<file path="config.mk">
export PLATFORM = sky130hd
export DESIGN_NAME = handshake_eager_fork
export DESIGN_NICKNAME = d
export VERILOG_FILES = /design/src/rtl/handshake_eager_fork_pkg.sv /design/src/rtl/handshake_eager_fork_sent_reg.sv /design/src/rtl/handshake_eager_fork.sv
export SDC_FILE = /design/constraint.sdc
export NUM_CORES = 1
export LEC_CHECK = 0
export BUFFER_PORTS_ARGS = -buffer_cell sky130_fd_sc_hd__buf_2
export CAP_MARGIN = 0
export CORE_MARGIN = 2
export CORE_UTILIZATION = 27
export CTS_CLUSTER_SIZE = 8
export DETAILED_ROUTE_END_ITERATION = 10
export GPL_ROUTABILITY_DRIVEN = 1
export GPL_TIMING_DRIVEN = 0
export PLACE_DENSITY = 0.82
export SLEW_MARGIN = 25
export SYNTH_ARGS = -nofsm -noshare
export SYNTH_HDL_FRONTEND = slang
export SYNTH_SLANG_ARGS = --single-unit
</file>
<file path="constraint.sdc">
create_clock -name clk -period 0.9 [get_ports clk]
set_input_delay 0.045 -clock clk [delete_from_list [all_inputs] [get_ports clk]]
set_output_delay 0.045 -clock clk [all_outputs]
set_load 0.1 [all_outputs]
</file>
<file path="src/rtl/handshake_eager_fork_pkg.sv">
// rtl/handshake_eager_fork_pkg.sv - shared defaults and packed-bus slicing helper for the eager fork
package handshake_eager_fork_pkg;

   // Default geometry: two consumers of a 32-bit token.
   localparam int DEFAULT_SIZE      = 2;
   localparam int DEFAULT_DATA_TYPE = 32;

   // Low bit of branch idx inside a packed bus of width-bit fields.
   function automatic int slice_lo(input int idx, input int width);
      return idx * width;
   endfunction

endpackage

</file>
<file path="src/rtl/handshake_eager_fork_sent_reg.sv">
// rtl/handshake_eager_fork_sent_reg.sv - per-branch sent flag of the eager fork
module fork_sent_reg (
   input  logic clk,
   input  logic rst,
   input  logic v_in,
   input  logic ready,
   input  logic consumed,
   output logic valid,
   output logic done
);

   logic sent;
   logic fire;

   // Branch offers the token until it has taken it once.
   assign valid = v_in & ~sent;
   assign fire  = valid & ready;
   // Branch no longer blocks the token once delivered or delivering now.
   assign done  = sent | ready;

   // Consumption clears the flag so the next token starts clean; otherwise remember a fire.
   always_ff @(posedge clk or negedge rst) begin
      if (!rst) begin
         sent <= 1'b0;
      end else if (consumed) begin
         sent <= 1'b0;
      end else if (fire) begin
         sent <= 1'b1;
      end
   end

endmodule

</file>
<file path="src/rtl/handshake_eager_fork.sv">
// rtl/handshake_eager_fork.sv - eager fork replicating one token to SIZE consumers; HANDSHAKE_EAGER_FORK_INBUF_EN adds an input slot
module handshake_eager_fork
   import handshake_eager_fork_pkg::*;
#(
   parameter int SIZE      = DEFAULT_SIZE,
   parameter int DATA_TYPE = DEFAULT_DATA_TYPE
) (
   input  logic                      clk,
   input  logic                      rst,
   input  logic [DATA_TYPE-1:0]      ins,
   input  logic                      ins_valid,
   output logic                      ins_ready,
   output logic [SIZE*DATA_TYPE-1:0] outs,
   output logic [SIZE-1:0]           outs_valid,
   input  logic [SIZE-1:0]           outs_ready
);

   logic                 v_in;
   logic [DATA_TYPE-1:0] d_in;
   logic [SIZE-1:0]      done;
   logic                 consumed;

   // Token leaves only when every branch has it or is taking it this cycle.
   assign consumed = v_in & (&done);

`ifdef HANDSHAKE_EAGER_FORK_INBUF_EN
   logic                 vbuf;
   logic [DATA_TYPE-1:0] dbuf;

   assign v_in      = vbuf;
   assign d_in      = dbuf;
   // Slot can refill in the same cycle it drains, keeping one token per cycle.
   assign ins_ready = ~vbuf | consumed;

   // Input slot: load on accept, empty once the held token is consumed.
   always_ff @(posedge clk or negedge rst) begin
      if (!rst) begin
         vbuf <= 1'b0;
         dbuf <= '0;
      end else if (ins_valid & ins_ready) begin
         vbuf <= 1'b1;
         dbuf <= ins;
      end else if (consumed) begin
         vbuf <= 1'b0;
      end
   end
`else
   assign v_in      = ins_valid;
   assign d_in      = ins;
   assign ins_ready = &done;
`endif

   // One sent flag per consumer plus unmasked data replication.
   for (genvar gi = 0; gi < SIZE; gi++) begin : g_branch
      fork_sent_reg u_sent (
         .clk      (clk),
         .rst      (rst),
         .v_in     (v_in),
         .ready    (outs_ready[gi]),
         .consumed (consumed),
         .valid    (outs_valid[gi]),
         .done     (done[gi])
      );
      assign outs[slice_lo(gi, DATA_TYPE) +: DATA_TYPE] = d_in;
   end

endmodule

</file>
# ---- Word-level counts from Yosys, hierarchy flattened
# Index checks and enable logic that the tools add are counted.
dict set report classes {
  muxes 4
  bitwise_logic 9
  reduce_logical 3
}
# cell n
set op_table {}
lappend op_table {{bitwise AND 1 bit} 5}
lappend op_table {{2-to-1 mux 1 bit} 4}
lappend op_table {{nonzero test 2 bit} 2}
lappend op_table {{NOT 1 bit} 2}
lappend op_table {{OR 1 bit} 2}
lappend op_table {{AND reduction 2 bit} 1}
dict set report word_totals {
  output_inout_bits 67
  in_bits 37
  word_cells 18
  ff_bits 2
}

# ---- Logic depth before layout (Yosys ltp)
dict set report logic_depth {
  word_depth 5
  depth_mapped 2
  ltp_nobuf 2
}

# ---- Cells and area by module
# From an unflattened synthesis, not the netlist that was laid out.
dict set report unflattened {
  hier_cells 76
  area_unflattened_um2 590.6
}
# mod cells_each seq_area_each_um2 instances area_each_um2
set modules_own_cells {}
lappend modules_own_cells {handshake_eager_fork 66 0.0 1 493.0}
lappend modules_own_cells {fork_sent_reg 5 25.0 2 48.8}

# ---- Worst setup path after synthesis
# Ideal clock, no wire load.
dict set report synth_timing {
  path_type {reg2out}
  startpoint {register g_branch[1].u_sent.sent}
  endpoint {output port outs_valid[1]}
  required_time_ns 0.855
  t_arrival_ns 0.847
  stages_incl_launch_ff 3
  path_slack_ns 0.008
  path_buffers 1
  cell_sequence {dfrtp_1 and2b_2 buf_4}
}
dict set report synth_between {
  elab_chain_cells 2
}
# item line_no
set synth_lines {}
lappend synth_lines {{from (decl)} handshake_eager_fork_sent_reg.sv:12} ;# logic sent;
lappend synth_lines {{from (signal assigned)} handshake_eager_fork_sent_reg.sv:24} ;# sent <= 1'b0;
lappend synth_lines {{from (signal assigned)} handshake_eager_fork_sent_reg.sv:26} ;# sent <= 1'b0;
lappend synth_lines {{from (signal assigned)} handshake_eager_fork_sent_reg.sv:28} ;# sent <= 1'b1;
lappend synth_lines {{NOT 1 bit} handshake_eager_fork_sent_reg.sv:16} ;# assign valid = v_in & ~sent;
lappend synth_lines {{bitwise AND 1 bit} handshake_eager_fork_sent_reg.sv:16}
lappend synth_lines {{to (decl)} handshake_eager_fork.sv:14} ;# output logic [SIZE-1:0] outs_valid,
# Every way passes these cells.

# ---- Worst setup path after layout
dict set report layout_timing {
  startpoint {register g_branch[0].u_sent.sent}
  endpoint {output port ins_ready}
}
dict set report layout_between {
  elab_chain_cells 2
}
# item line_no
set layout_lines {}
lappend layout_lines {{from (decl)} handshake_eager_fork_sent_reg.sv:12}
lappend layout_lines {{from (signal assigned)} handshake_eager_fork_sent_reg.sv:24}
lappend layout_lines {{from (signal assigned)} handshake_eager_fork_sent_reg.sv:26}
lappend layout_lines {{from (signal assigned)} handshake_eager_fork_sent_reg.sv:28}
lappend layout_lines {{OR 1 bit} handshake_eager_fork_sent_reg.sv:19} ;# assign done = sent | ready;
lappend layout_lines {{AND reduction 2 bit} handshake_eager_fork.sv:50} ;# assign ins_ready = &done;
lappend layout_lines {{to (decl)} handshake_eager_fork.sv:12} ;# output logic ins_ready,
# Every way passes these cells.

==> flow_summary.json <==
{
  "drt-initial-drc-count": 0,
  "multiInputGateArea_um2": 58.8,
  "die_y_um": 51.3,
  "max_stage_delay_ps": 380,
  "cts_setup_buffers": 0,
  "drive_above_1_share": 0.933,
  "antenna_found_initial": 0,
  "synth_fp_nets": 114,
  "vdd_drop_max_uv": 903,
  "finalPower_w": 0.00200,
  "finalCritPeriodShare": 1.20,
  "n_fill_cell": 204,
  "yosys.cell_count.top_type": "buf_4",
  "ys_async_sr_fraction": 1.00,
  "placed_cells": 176,
  "place_area_um2": 995,
  "largest_register_ffs": 2,
  "drv_slew": 0,
  "avgSynthCellArea_um2": 7.85,
  "synth_ff_type": "dfrtp_1",
  "crit_required_ps": 850,
  "hpwl_um": 1300,
  "cts.clk_slew.worst_paths_ps": 30,
  "start_util": 0.279,
  "startpoint_type": "flop",
  "failed_checks": "negative setup slack",
  "hold_viol": 0,
  "area_growth_pct": 74.9,
  "wirelength_um": 1450,
  "critPathBufInv": 1,
  "power_density_nw_per_um2": 1890,
  "seq_area_um2": 50.0,
  "criticalPathCategory": "flop to primary output",
  "max_freq_mhz": 928,
  "firstDrtPassIters": 1,
  "numCtsBuffers": 3,
  "vias": 639,
  "synth_edf_count": 0,
  "syn_inst": 77,
  "final_core_util": 0.487,
  "leakage_nw": 0.668,
  "netlist_area_um2": 604,
  "cts_root_buf": "clkbuf_4",
  "ys_types": 8,
  "clock_sinks": 2,
  "post_drt_wl_per_cell_um": 8.14,
  "finalSetupViolCount": 3,
  "ys_ff_latch": 2,
  "vias_per_cell": 3.59,
  "synth_area_leaders": "buf_4 (82%), dfrtp_1 (8.3%), o21a_1 (2.5%)",
  "hold_class": "input port to flop",
  "synth_top_area_cell": "buf_4",
  "grt_pass1_vias": 536,
  "grt_pass1_wl_um": 1880,
  "top_regs": "g_branch.u_sent.sent: 2 flops",
  "status": "finished, violations left",
  "setup_slack_ps": -177,
  "cp_data_arrival_time_ps": 1030,
  "critPathMaxFanout": 4,
  "slowest_stage": "dfrtp_1",
  "ys_seq_area_frac": 0.0828,
  "ctsLongestPathBuffers": 2,
  "cap_viol_max_count": 0,
  "die_w_um": 51.3,
  "postRouteAntennaNets": 0,
  "overflow": 0,
  "tritoncts": "yes",
  "final_cells": 178,
  "clock_skew_ps": 1.83,
  "slew_headroom": 0.674,
  "crit_path_cell_trace": "o22a_2 > buf_12",
  "regMostFlops": "g_branch.u_sent.sent",
  "final_nets": 189,
  "grt_setup_unrepaired": "true",
  "io_buffers": 71,
  "diodes": 0,
  "cp-end-kind": "primary output",
  "ys_warn_count": 0,
  "period_needed_ps": 1080,
  "synth_top_area_share": 0.820,
  "grt_usage": 0.0938,
  "drc": 0,
  "synthTopCellsByCount": "buf_4 (66), a21oi_1 (2), dfrtp_1 (2), nor2_1 (2), o21a_1 (2)",
  "core_um2": 2170,
  "worst_slew_pin_slew_ps": 493,
  "critPathTopFamily": "flip-flops",
  "grt_max_degree": 7,
  "gp_congestion": 0.691,
  "clkLatencyLatePin_ps": 220,
  "stdcell_area_um2": 1060,
  "htreeDepth": 1,
  "die-area_um2": 2630,
  "ioPinCount": 104,
  "rows": 17
}
worst paths after layout:
kind / startpoint / slack, ps / depth (start not counted) / endpoint
setup / recovery: g_branch[0].u_sent.sent$_DFFE_PN0P_ / -180 / 2 / ins_ready
hold / removal: outs_ready[0] / 100 / 3 / g_branch[1].u_sent.sent$_DFFE_PN0P_
min in group asynchronous: rst / 150 / 2 / g_branch[1].u_sent.sent$_DFFE_PN0P_
hold reg to reg: g_branch[0].u_sent.sent$_DFFE_PN0P_ / 550 / 2 / g_branch[0].u_sent.sent$_DFFE_PN0P_
max in group asynchronous: rst / 660 / 2 / g_branch[0].u_sent.sent$_DFFE_PN0P_
setup reg to reg: g_branch[1].u_sent.sent$_DFFE_PN0P_ / 170 / 2 / g_branch[0].u_sent.sent$_DFFE_PN0P_
cells in the final DEF, fill, tap and decap left out:
cell type and count:
dlygate4sd3_1 1, dfrtp_1 2, buf_12 3, a21oi_1 2, buf_2 68, clkbuf_4 3
nor2_1 2, o22a_2 1, o21a_1 2, and2b_1 1, and2b_2 1, buf_4 64
metrics by stage:
step / hold WS [ps] / setup WS (ps) / TNS [ps]
2_1_floorplan: -251 / 8.10 / 0
3_3_place_gp: -170 / -228 / -506
3_5_place_dp: -170 / -233 / -512
4_1_cts: 92.6 / -185 / -544
5_1_grt: 137 / -218 / -638
6_report: 102 / -177 / -524
repair_timing:
action                                  CTS  global route
hold buffers                              1             0
endpoints found under the setup margin    3             3
pin swaps                                 1             0
resized for setup                        12             0
hold endpoints to repair                  2             0
power breakdown:
part / leakage, nW / switching (W) / internal (W) / total (W)
sequential: 0.0250 / 0.00000999 / 0.000102 / 0.000112
combinational: 0.630 / 0.00133 / 0.000358 / 0.00169
clock: 0.0138 / 0.0000465 / 0.000147 / 0.000193
total: 0.668 / 0.00139 / 0.000606 / 0.00200
final cells by class:
type | count | share of cell area
repair buffers | 72 | 0.388
clock buffers | 3 | 0.0213
well taps | 28 | 0.0331
plain buffers | 64 | 0.454
multi-input cells | 9 | 0.0556
flip-flops and latches | 2 | 0.0473
kinds of logic (layout without fill, tap and decap cells):
group | count (synthesis) | after routing | share of synthesized area
flops | 2 | 2 | 0.0828
buf+inv | 66 | 139 | 0.820
simple gates | 4 | 4 | 0.0393
compound gates | 5 | 5 | 0.0580
layer usage:
metal	GRT usage	wire length, µm	up-vias	share of wire
met5	0	0	-	0
met4	0.0526	0	0	0
met3	0.00292	220	0	0.15
met2	0.203	859	58	0.59
met1	0.0829	369	263	0.25
li1	-	-	318	-
worst reg2reg max path, cell delays in order, from the launching register on:
cell and delay (ps):
dfrtp_1 390, o21a_1 190, nor2_1 80
(Power assumes the default switching activity.)
